**src/rtl/commit_trace_packer_if.sv**
```systemverilog
// Commit-trace bus between retire stage, packer and commit monitor.
// The packer owns the slave side; the retire/monitor harness is master.
interface commit_trace_packer_if #(
  parameter int XLEN      = 64,
  parameter int INST_BITS = 32
);
  logic                 retire_valid;
  logic                 retire_ready;
  logic [XLEN-1:0]      retire_pc;
  logic [INST_BITS-1:0] retire_inst;
  logic [XLEN-1:0]      retire_wdata;
  logic [XLEN-1:0]      retire_mstatus;
  logic                 retire_check;
  logic                 retire_pending;
  logic [4:0]           retire_rd;
  logic                 ll_wb_valid;
  logic [4:0]           ll_wb_rd;
  logic [XLEN-1:0]      ll_wb_data;
  logic                 trap_valid;
  logic [XLEN-1:0]      trap_cause;
  logic                 out_valid;
  logic [XLEN-1:0]      out_pc;
  logic [INST_BITS-1:0] out_inst;
  logic [XLEN-1:0]      out_wdata;
  logic [XLEN-1:0]      out_mstatus;
  logic                 out_check;
  logic                 out_int_xcpt;
  logic [XLEN-1:0]      out_cause;
  logic                 err_overflow;
  logic                 err_orphan_wb;

  modport master (
    output retire_valid, retire_pc, retire_inst,
    output retire_wdata, retire_mstatus,
    output retire_check, retire_pending, retire_rd,
    output ll_wb_valid, ll_wb_rd, ll_wb_data,
    output trap_valid, trap_cause,
    input  retire_ready,
    input  out_valid, out_pc, out_inst,
    input  out_wdata, out_mstatus, out_check,
    input  out_int_xcpt, out_cause,
    input  err_overflow, err_orphan_wb
  );

  modport slave (
    input  retire_valid, retire_pc, retire_inst,
    input  retire_wdata, retire_mstatus,
    input  retire_check, retire_pending, retire_rd,
    input  ll_wb_valid, ll_wb_rd, ll_wb_data,
    input  trap_valid, trap_cause,
    output retire_ready,
    output out_valid, out_pc, out_inst,
    output out_wdata, out_mstatus, out_check,
    output out_int_xcpt, out_cause,
    output err_overflow, err_orphan_wb
  );
endinterface

```
**src/rtl/commit_trace_packer.sv**
```systemverilog
// In-order commit buffer: holds retires until late data resolves,
// emits one commit per cycle and defers traps behind older commits.
module commit_trace_packer #(
  parameter int XLEN      = 64,
  parameter int INST_BITS = 32,
  parameter int DEPTH     = 8
) (
  input  logic clock,
  input  logic reset,
  commit_trace_packer_if.slave bus
);
  localparam int PW = $clog2(DEPTH);
  localparam logic [PW:0] DEPTH_C = (PW+1)'(DEPTH);

  typedef struct packed {
    logic [XLEN-1:0]      pc;
    logic [INST_BITS-1:0] inst;
    logic [XLEN-1:0]      wdata;
    logic [XLEN-1:0]      mstatus;
    logic                 check;
    logic                 pending;
    logic [4:0]           rd;
  } entry_t;

  typedef enum logic {
    TRAP_IDLE,
    TRAP_ARMED
  } trap_state_t;

  entry_t               ent_q [DEPTH];
  logic [PW-1:0]        head_q;
  logic [PW-1:0]        tail_q;
  logic [PW:0]          count_q;
  logic [PW:0]          count_d;
  logic                 ready;
  logic                 enq;
  logic                 deq;
  logic                 wb_hit;
  logic [PW-1:0]        wb_idx;
  trap_state_t          trap_q;
  trap_state_t          trap_d;
  logic                 trap_emit;
  logic [XLEN-1:0]      cause_q;
  logic                 out_valid_q;
  logic [XLEN-1:0]      out_pc_q;
  logic [INST_BITS-1:0] out_inst_q;
  logic [XLEN-1:0]      out_wdata_q;
  logic [XLEN-1:0]      out_mstatus_q;
  logic                 out_check_q;
  logic                 out_xcpt_q;
  logic [XLEN-1:0]      out_cause_q;
  logic                 err_ovf_q;
  logic                 err_orph_q;

  assign ready   = count_q < DEPTH_C;
  assign enq     = bus.retire_valid && ready;
  assign deq     = (count_q != '0) && !ent_q[head_q].pending;
  assign count_d = count_q + (PW+1)'(enq) - (PW+1)'(deq);

  // Oldest resident pending entry waiting on the writeback register.
  always_comb begin
    wb_hit = 1'b0;
    wb_idx = '0;
    for (int i = 0; i < DEPTH; i++) begin
      if (!wb_hit && ((PW+1)'(i) < count_q) &&
          ent_q[head_q + PW'(i)].pending &&
          (ent_q[head_q + PW'(i)].rd == bus.ll_wb_rd)) begin
        wb_hit = 1'b1;
        wb_idx = head_q + PW'(i);
      end
    end
  end

  // Trap waits armed until the buffer has fully drained.
  always_comb begin
    trap_d    = trap_q;
    trap_emit = 1'b0;
    unique case (trap_q)
      TRAP_IDLE: begin
        if (bus.trap_valid) trap_d = TRAP_ARMED;
      end
      TRAP_ARMED: begin
        if ((count_q == '0) && !deq) begin
          trap_emit = 1'b1;
          if (!bus.trap_valid) trap_d = TRAP_IDLE;
        end
      end
      default: trap_d = TRAP_IDLE;
    endcase
  end

  // Pointers, trap state, output registers and sticky error flags.
  always_ff @(posedge clock) begin
    if (!reset) begin
      head_q        <= '0;
      tail_q        <= '0;
      count_q       <= '0;
      trap_q        <= TRAP_IDLE;
      cause_q       <= '0;
      out_valid_q   <= 1'b0;
      out_pc_q      <= '0;
      out_inst_q    <= '0;
      out_wdata_q   <= '0;
      out_mstatus_q <= '0;
      out_check_q   <= 1'b0;
      out_xcpt_q    <= 1'b0;
      out_cause_q   <= '0;
      err_ovf_q     <= 1'b0;
      err_orph_q    <= 1'b0;
    end else begin
      count_q     <= count_d;
      trap_q      <= trap_d;
      out_valid_q <= deq;
      out_xcpt_q  <= trap_emit;
      if (enq) tail_q <= tail_q + 1'b1;
      if (deq) begin
        head_q        <= head_q + 1'b1;
        out_pc_q      <= ent_q[head_q].pc;
        out_inst_q    <= ent_q[head_q].inst;
        out_wdata_q   <= ent_q[head_q].wdata;
        out_mstatus_q <= ent_q[head_q].mstatus;
        out_check_q   <= ent_q[head_q].check;
      end
      if (trap_emit) out_cause_q <= cause_q;
      if (bus.trap_valid) cause_q <= bus.trap_cause;
      if (bus.retire_valid && !ready) err_ovf_q <= 1'b1;
      if (bus.ll_wb_valid && !wb_hit) err_orph_q <= 1'b1;
    end
  end

  // Entry storage: enqueue at tail, late data resolves in place.
  always_ff @(posedge clock) begin
    if (enq) begin
      ent_q[tail_q].pc      <= bus.retire_pc;
      ent_q[tail_q].inst    <= bus.retire_inst;
      ent_q[tail_q].wdata   <= bus.retire_pending ? '0
                                                  : bus.retire_wdata;
      ent_q[tail_q].mstatus <= bus.retire_mstatus;
      ent_q[tail_q].check   <= bus.retire_check;
      ent_q[tail_q].pending <= bus.retire_pending;
      ent_q[tail_q].rd      <= bus.retire_rd;
    end
    if (bus.ll_wb_valid && wb_hit) begin
      ent_q[wb_idx].wdata   <= bus.ll_wb_data;
      ent_q[wb_idx].pending <= 1'b0;
    end
  end

  assign bus.retire_ready  = ready;
  assign bus.out_valid     = out_valid_q;
  assign bus.out_pc        = out_pc_q;
  assign bus.out_inst      = out_inst_q;
  assign bus.out_wdata     = out_wdata_q;
  assign bus.out_mstatus   = out_mstatus_q;
  assign bus.out_check     = out_check_q;
  assign bus.out_int_xcpt  = out_xcpt_q;
  assign bus.out_cause     = out_cause_q;
  assign bus.err_overflow  = err_ovf_q;
  assign bus.err_orphan_wb = err_orph_q;
endmodule

```
**src/flat_wrapper.sv**
```systemverilog
// flat-port wrapper written by rule: the top's interface ports become plain ports
module commit_trace_packer_flat 
#(
  parameter int XLEN      = 64,
  parameter int INST_BITS = 32,
  parameter int DEPTH     = 8
)
  (clock, reset, bus_retire_valid, bus_retire_pc, bus_retire_inst, bus_retire_wdata, bus_retire_mstatus, bus_retire_check, bus_retire_pending, bus_retire_rd, bus_ll_wb_valid, bus_ll_wb_rd, bus_ll_wb_data, bus_trap_valid, bus_trap_cause, bus_retire_ready, bus_out_valid, bus_out_pc, bus_out_inst, bus_out_wdata, bus_out_mstatus, bus_out_check, bus_out_int_xcpt, bus_out_cause, bus_err_overflow, bus_err_orphan_wb);
  commit_trace_packer_if #(.XLEN(XLEN), .INST_BITS(INST_BITS)) bus_i ();
  input  logic clock;
  input  logic reset;
  input wire logic [$bits(bus_i.retire_valid)-1:0] bus_retire_valid;
  input wire logic [$bits(bus_i.retire_pc)-1:0] bus_retire_pc;
  input wire logic [$bits(bus_i.retire_inst)-1:0] bus_retire_inst;
  input wire logic [$bits(bus_i.retire_wdata)-1:0] bus_retire_wdata;
  input wire logic [$bits(bus_i.retire_mstatus)-1:0] bus_retire_mstatus;
  input wire logic [$bits(bus_i.retire_check)-1:0] bus_retire_check;
  input wire logic [$bits(bus_i.retire_pending)-1:0] bus_retire_pending;
  input wire logic [$bits(bus_i.retire_rd)-1:0] bus_retire_rd;
  input wire logic [$bits(bus_i.ll_wb_valid)-1:0] bus_ll_wb_valid;
  input wire logic [$bits(bus_i.ll_wb_rd)-1:0] bus_ll_wb_rd;
  input wire logic [$bits(bus_i.ll_wb_data)-1:0] bus_ll_wb_data;
  input wire logic [$bits(bus_i.trap_valid)-1:0] bus_trap_valid;
  input wire logic [$bits(bus_i.trap_cause)-1:0] bus_trap_cause;
  output wire logic [$bits(bus_i.retire_ready)-1:0] bus_retire_ready;
  output wire logic [$bits(bus_i.out_valid)-1:0] bus_out_valid;
  output wire logic [$bits(bus_i.out_pc)-1:0] bus_out_pc;
  output wire logic [$bits(bus_i.out_inst)-1:0] bus_out_inst;
  output wire logic [$bits(bus_i.out_wdata)-1:0] bus_out_wdata;
  output wire logic [$bits(bus_i.out_mstatus)-1:0] bus_out_mstatus;
  output wire logic [$bits(bus_i.out_check)-1:0] bus_out_check;
  output wire logic [$bits(bus_i.out_int_xcpt)-1:0] bus_out_int_xcpt;
  output wire logic [$bits(bus_i.out_cause)-1:0] bus_out_cause;
  output wire logic [$bits(bus_i.err_overflow)-1:0] bus_err_overflow;
  output wire logic [$bits(bus_i.err_orphan_wb)-1:0] bus_err_orphan_wb;
  assign bus_i.retire_valid = bus_retire_valid;
  assign bus_i.retire_pc = bus_retire_pc;
  assign bus_i.retire_inst = bus_retire_inst;
  assign bus_i.retire_wdata = bus_retire_wdata;
  assign bus_i.retire_mstatus = bus_retire_mstatus;
  assign bus_i.retire_check = bus_retire_check;
  assign bus_i.retire_pending = bus_retire_pending;
  assign bus_i.retire_rd = bus_retire_rd;
  assign bus_i.ll_wb_valid = bus_ll_wb_valid;
  assign bus_i.ll_wb_rd = bus_ll_wb_rd;
  assign bus_i.ll_wb_data = bus_ll_wb_data;
  assign bus_i.trap_valid = bus_trap_valid;
  assign bus_i.trap_cause = bus_trap_cause;
  assign bus_retire_ready = bus_i.retire_ready;
  assign bus_out_valid = bus_i.out_valid;
  assign bus_out_pc = bus_i.out_pc;
  assign bus_out_inst = bus_i.out_inst;
  assign bus_out_wdata = bus_i.out_wdata;
  assign bus_out_mstatus = bus_i.out_mstatus;
  assign bus_out_check = bus_i.out_check;
  assign bus_out_int_xcpt = bus_i.out_int_xcpt;
  assign bus_out_cause = bus_i.out_cause;
  assign bus_err_overflow = bus_i.err_overflow;
  assign bus_err_orphan_wb = bus_i.err_orphan_wb;
  commit_trace_packer #(.XLEN(XLEN), .INST_BITS(INST_BITS), .DEPTH(DEPTH)) u_core (.clock(clock), .reset(reset), .bus(bus_i));
endmodule
```
**config.mk**
```make
export PLATFORM = sky130hd
export DESIGN_NAME = commit_trace_packer_flat
export DESIGN_NICKNAME = d
export VERILOG_FILES = /design/src/rtl/commit_trace_packer_if.sv /design/src/rtl/commit_trace_packer.sv /design/src/flat_wrapper.sv
export SDC_FILE = /design/constraint.sdc
export NUM_CORES = 2
export LEC_CHECK = 0
export CORE_UTILIZATION = 61
export CTS_BUF_LIST = sky130_fd_sc_hd__clkbuf_4 sky130_fd_sc_hd__clkbuf_8
export CTS_CLUSTER_SIZE = 20
export DETAILED_ROUTE_END_ITERATION = 10
export HOLD_SLACK_MARGIN = 0.05
export PLACE_DENSITY = 0.84
export REMOVE_ABC_BUFFERS = 1
export SYNTH_ARGS = -nofsm -noshare
export SYNTH_HDL_FRONTEND = slang
export SYNTH_SLANG_ARGS = --single-unit
```
**constraint.sdc**
```tcl
create_clock -name clock -period 7.45 [get_ports clock]
set_input_delay 0.745 -clock clock [delete_from_list [all_inputs] [get_ports clock]]
set_output_delay 0.745 -clock clock [all_outputs]
set_load 0.02 [all_outputs]
```
# After elaboration in Yosys (flattened, before gate mapping)
# Memories as Yosys holds them, arrays and structs flattened. A register that Yosys moved wholly into a read port is not among the register bits.
# Index checks and enable logic that the tools add are counted.
totals:
  latchBits: 0
  inputBits: 369
  memories: 1
  mem_bits_ro: 0
  reg_bits: 368
  ram_bits: 1848
  wordCells: 114
  out_inout_bits: 294
mem_list:
  columns: ["memory", "depth", "word_bits", "read_ports", "rd_ports_with_merged_regs", "write_ports", "line", "source"]
  rows:
  - ["u_core.ent_q", 8, 231, 8, 1, 2, "commit_trace_packer.sv:30", "entry_t ent_q [DEPTH];"]
op_classes:
  n_div: 0
  n_lt_le_gt_ge: 9
  n_mul: 0
  shift: 0
  n_eq_ne: 8
  reduce_logical: 42
  n_bitwise: 1
  n_mux: 28
  n_addsub: 10
ops:
  columns: ["operator", "n"]
  rows:
  - ["$mux W64", 1]
  - ["$eq A5 B5 Y1", 8]
  - ["$mux W3", 10]
  - ["$logic_and A1 B1 Y1", 29]
  - ["$lt A3 B4 Y1 const A", 4]
  - ["$mux W1", 16]
  - ["$add A3 B3 Y3 const B", 4]
  - ["$logic_not A1 Y1", 11]
  - ["$lt A1 B4 Y1 const A", 2]
  - ["$lt A2 B4 Y1 const A", 2]
  - ["$add A3 B1 Y3 const B", 2]
  - ["$add A3 B2 Y3 const B", 2]
  - ["$add A4 B1 Y4", 1]
  - ["$logic_not A4 Y1", 1]
  - ["$lt A4 B4 Y1 const B", 1]
  - ["$reduce_bool A4 Y1", 1]
  - ["$sub A4 B1 Y4", 1]
  - ["$pmux W1 S2", 1]
  - ["$not A1 Y1", 1]

# Depth between registers and ports, before layout
depth:
  ltp_word: 42
  mapped_depth: 20
  mapped_depth_nobuf: 12

# Worst setup path after synthesis
# OpenSTA, ideal clock, no wires.
synth_path:
  path_kind: "input port to flip-flop"
  from: "in bus_retire_valid"
  to: "mem u_core.ent_q[0][100] in the netlist's numbering, enable pin"
  required_ns: 7.056
  t_arrival_ns: 6.083
  n_path_buf: 2
  setup_ns: 0.394
  setup_slack_ns: 0.973
  cell_stages: 7
  path_cell_list: "nor2b_1 clkbuf_1 nor2b_1 nand2_1 clkbuf_1 inv_1 or2_2"
synth_lines:
  columns: ["item", "line", "source"]
  rows:
  - ["start: declaration", "flat_wrapper.sv:12", "input wire logic [$bits(bus_i.retire_valid)-1:0] bus_retire_valid;"]
  - ["end: declaration", "commit_trace_packer.sv:30", null]

==> Implementation_results.wiki <==
{| class="wikitable"
! Metric !! Value
|-
| Number of global-route vias before repair || 56600
|-
| Clock-pin slew on the worst setup and hold paths || 60 ps
|-
| Delay of the slowest cell on the worst path || 730 ps
|-
| Resized cells post-CTS || 0
|-
| Top layer reached by signal wires || met5
|-
| Final Hold Fails || 0
|-
| Most area-hungry cell type in the Yosys netlist || sky130_fd_sc_hd__edfxtp_1
|-
| Total standard cell area after synthesis || 0.0946 mm²
|-
| Routed wl met3 || 23300 µm
|-
| Final weighted congestion in routability-driven placement || 0.875
|-
| Share of the core filled with cells || 71.5%
|-
| Clock period minus worst slack || 6620 ps
|-
| Ratio of cells with drive above 1 in the final layout || 26.2%
|-
| Height of the die || 396 µm
|-
| Total Routing Usage GR || 29.8%
|-
| Total area of multi-input combinational cells || 0.0299 mm²
|-
| Global-route wire length before repair || 350000 µm
|-
| Share of the yosys chip area belonging to registers || 66.4%
|-
| Reported max-cap violation count || 0
|-
| Seq. cell area || 0.0629 mm²
|-
| CP Buf/Inv Count || 2
|-
| Arrival time at the worst endpoint || 7360 ps
|-
| Most frequent cells after synthesis || sky130_fd_sc_hd__edfxtp_1 (1840), sky130_fd_sc_hd__nor2_1 (521), sky130_fd_sc_hd__mux4_2 (500)
|-
| Fin crit share || 88.9%
|-
| Sum Neg Setup Slack || 0 ps
|-
| Area contributors post-synth || sky130_fd_sc_hd__edfxtp_1 (58%), sky130_fd_sc_hd__mux4_2 (12%), sky130_fd_sc_hd__dfxtp_1 (8.0%), sky130_fd_sc_hd__mux2_2 (5.0%), sky130_fd_sc_hd__mux2i_1 (3.7%)
|-
| Outcome || completed
|-
| Clock sinks || 2219
|-
| Warning count from the yosys run || 0
|-
| DRC || 0
|-
| Average wire per standard cell || 27.4 µm
|-
| Setup CP Type || flip-flop to flip-flop
|-
| Nets || 6688
|-
| Cts-stage hold buffer count || 0
|-
| Final setup slack of the worst path || 830 ps
|-
| Transition time at the pin with the least slew margin || 1260 ps
|-
| Worst-case clock skew || 107 ps
|-
| Maximum buffer depth of the clock tree || 4
|-
| Later-pin clock latency in the skew report || 1060 ps
|-
| Crit path cell chain || buf_4 > ha_1 > xor2_2 > mux4_2 > xor2_1 > a2111oi_0 > nand2_1 > nor4bb_1 > nor3_1 > and3b_1 > or4_4 > nand2_4 > buf_12
|-
| Cell with the most instances after synthesis || sky130_fd_sc_hd__edfxtp_1
|-
| Nature of the critical path startpoint || flip-flop
|-
| Routed via count divided by cell count || 6.34
|-
| Highest attainable clock frequency || 151 MHz
|-
| Critical Path Slowest Stage Cell || sky130_fd_sc_hd__or4_4
|-
| Worst path required time || 8190 ps
|-
| Count of vias placed by the detailed router || 54800
|-
| Setup-failing EPs final || 0
|-
| Detailed-placement wirelength estimate || 133000 µm
|-
| Overall Power || 36.4 mW
|-
| Cell class contributing the biggest share of worst-path delay || simple AND/OR/NAND/NOR gates
|-
| DR iter-0 viols || 5160
|-
| Maximum number of pins on one net before global-route repair || 217
|-
| Library cells used by synthesis || 78
|-
| Placeable Area || 0.154 mm²
|-
| Flip-flop and latch count after synthesis || 2219
|-
| RSZ-0062 raised after global routing || false
|-
| Row count || 144
|-
| Final-report max-slew violation count || 0
|-
| TritonRoute pass-1 iters || 8
|-
| Worst min-delay path category || primary input to flip-flop
|-
| Initial core utilization || 61.4%
|-
| I/O pins || 663
|-
| Yosys top cell area share || 58.4%
|-
| Die area || 0.157 mm²
|-
| Post-synthesis average cell area || 16.7 µm²
|-
| Met1 layer wirelength in the final routing || 88000 µm
|-
| Number of H-tree branching levels || 5
|-
| X dimension of the die || 396 µm
|-
| Buffer count from post-CTS setup fixing || 0
|-
| CTS tree || built
|-
| Max Fanout on Critical Path || 64
|-
| Headroom to the max-slew limit || 16.3%
|-
| Type of destination of the critical path || flip-flop
|-
| Final routed wirelength across all metal layers || 237000 µm
|-
| Static leakage power || 38.7 nW
|-
| Antenna violations before repair || 41
|-
| Port buffer count || 662
|-
| Detail Route met2 WL || 117000 µm
|-
| Total clock buffers created by CTS || 359
|-
| Worst-case vdd ir drop || 0.574 mV
|-
| Post-place setup slack || 969 ps
|-
| Total grt overflow || 0
|-
| Fill cells || 9185
|-
| P&R area growth vs syn || 16.5%
|-
| Remaining antenna violation count after routing || 0
|-
| Pwr dens || 330 mW/mm²
|-
| Most used DFF post-synth || sky130_fd_sc_hd__edfxtp_1
|-
| Master cell of the clock root buffer || sky130_fd_sc_hd__clkbuf_8
|-
| Number of synthesized flops with an enable pin || 1840
|-
| Fraction of synthesis flops using an asynchronous set or reset pin || 0%
|-
| Number of cells produced by synthesis || 5658
|}
[metrics by stage]
| step | cell area [µm²] | instances | hold slack [ps] |
|---|---|---|---|
| after floorplan | 92700 | 5203 | 440 |
| after global placement | 103000 | 7992 | 446 |
| after detailed placement | 103000 | 7992 | 458 |
| after CTS | 110000 | 8625 | 149 |
| after global routing | 110000 | 8640 | 155 |
| final | 110000 | 8645 | 167 |
[path summary, 6_finish.rpt]
| path | start | to | slack [ps] | depth (start not counted) |
|---|---|---|---|---|
| setup / recovery | u_core.head_q[0] | u_core.ent_q[7][108] | 830 | 13 |
| setup reg to reg | u_core.head_q[0] | u_core.ent_q[7][108] | 830 | 13 |
| hold reg to reg | u_core.cause_q[32] | u_core.bus.out_cause[32] | 440 | 2 |
| hold / removal | reset | u_core.bus.out_wdata[34] | 170 | 2 |
[registers in the layout (all words and copies together), names as in the netlist, named ones only]
| signal | flops |
|---|---|
| u_core.bus.out_wdata | 64 |
| u_core.trap_q | 1 |
| u_core.count_q | 4 |
| u_core.cause_q | 64 |
| u_core.ent_q | 1848 |
| u_core.bus.out_inst | 32 |
| u_core.head_q | 3 |
| u_core.bus.out_check | 1 |
| u_core.bus.err_overflow | 1 |
| u_core.bus.out_mstatus | 64 |
| u_core.bus.err_orphan_wb | 1 |
| u_core.tail_q | 3 |
| u_core.bus.out_valid | 1 |
| u_core.bus.out_pc | 64 |
| u_core.bus.out_cause | 64 |
| u_core.bus.out_int_xcpt | 1 |
[cells in the final DEF, fill, tap and decap left out, types with 74 or more instances in the layout]
master,n
sky130_fd_sc_hd__nor2_1,521
sky130_fd_sc_hd__clkbuf_4,128
sky130_fd_sc_hd__edfxtp_1,1840
sky130_fd_sc_hd__clkbuf_8,418
sky130_fd_sc_hd__mux2_2,420
sky130_fd_sc_hd__mux2_4,76
sky130_fd_sc_hd__mux2i_1,352
sky130_fd_sc_hd__dfxtp_1,374
sky130_fd_sc_hd__o211a_1,225
sky130_fd_sc_hd__clkdlybuf4s50_1,659
sky130_fd_sc_hd__mux4_2,500
sky130_fd_sc_hd__nor2b_1,74
sky130_fd_sc_hd__nand2_1,403
[power by group]
group	switching [mW]	internal (mW)	leakage (nW)
combinational	5.88	4.62	14.9
clock	4.72	5.90	3.87
sequential	0.652	14.6	19.9
[per-layer routing]
layer / global-route usage [%] / up-vias
met3: 7.85 / 528
met5: 0 / -
met2: 48.5 / 3059
met4: 12.7 / 48
li1: - / 23200
met1: 38.1 / 28000
[final cells by class]
class                      count  share of cell area [%]
antenna                       20                  0.0454
clock inverter                87                   0.476
tap                         2044                    2.32
inverter                      25                   0.140
sequential                  2219                    57.0
timing repair buffer         745                    6.76
clock buffer                 546                    6.09
multi-input combinational   2959                    27.1
[kinds of logic after synthesis]
| family | count (synthesis) | synth area share (%) |
|---|---|---|
| xor gates and xnor gates | 48 | 0.460 |
| and+or+nand+nor | 1166 | 5.28 |
| adders and majority gates | 10 | 0.140 |
| muxes | 1368 | 22.1 |
| buffers and inverters | 480 | 2.14 |
| AOI/OAI and AO/OA | 367 | 3.49 |
| DFF | 2219 | 66.4 |
Power figures use the tool's default switching activity.
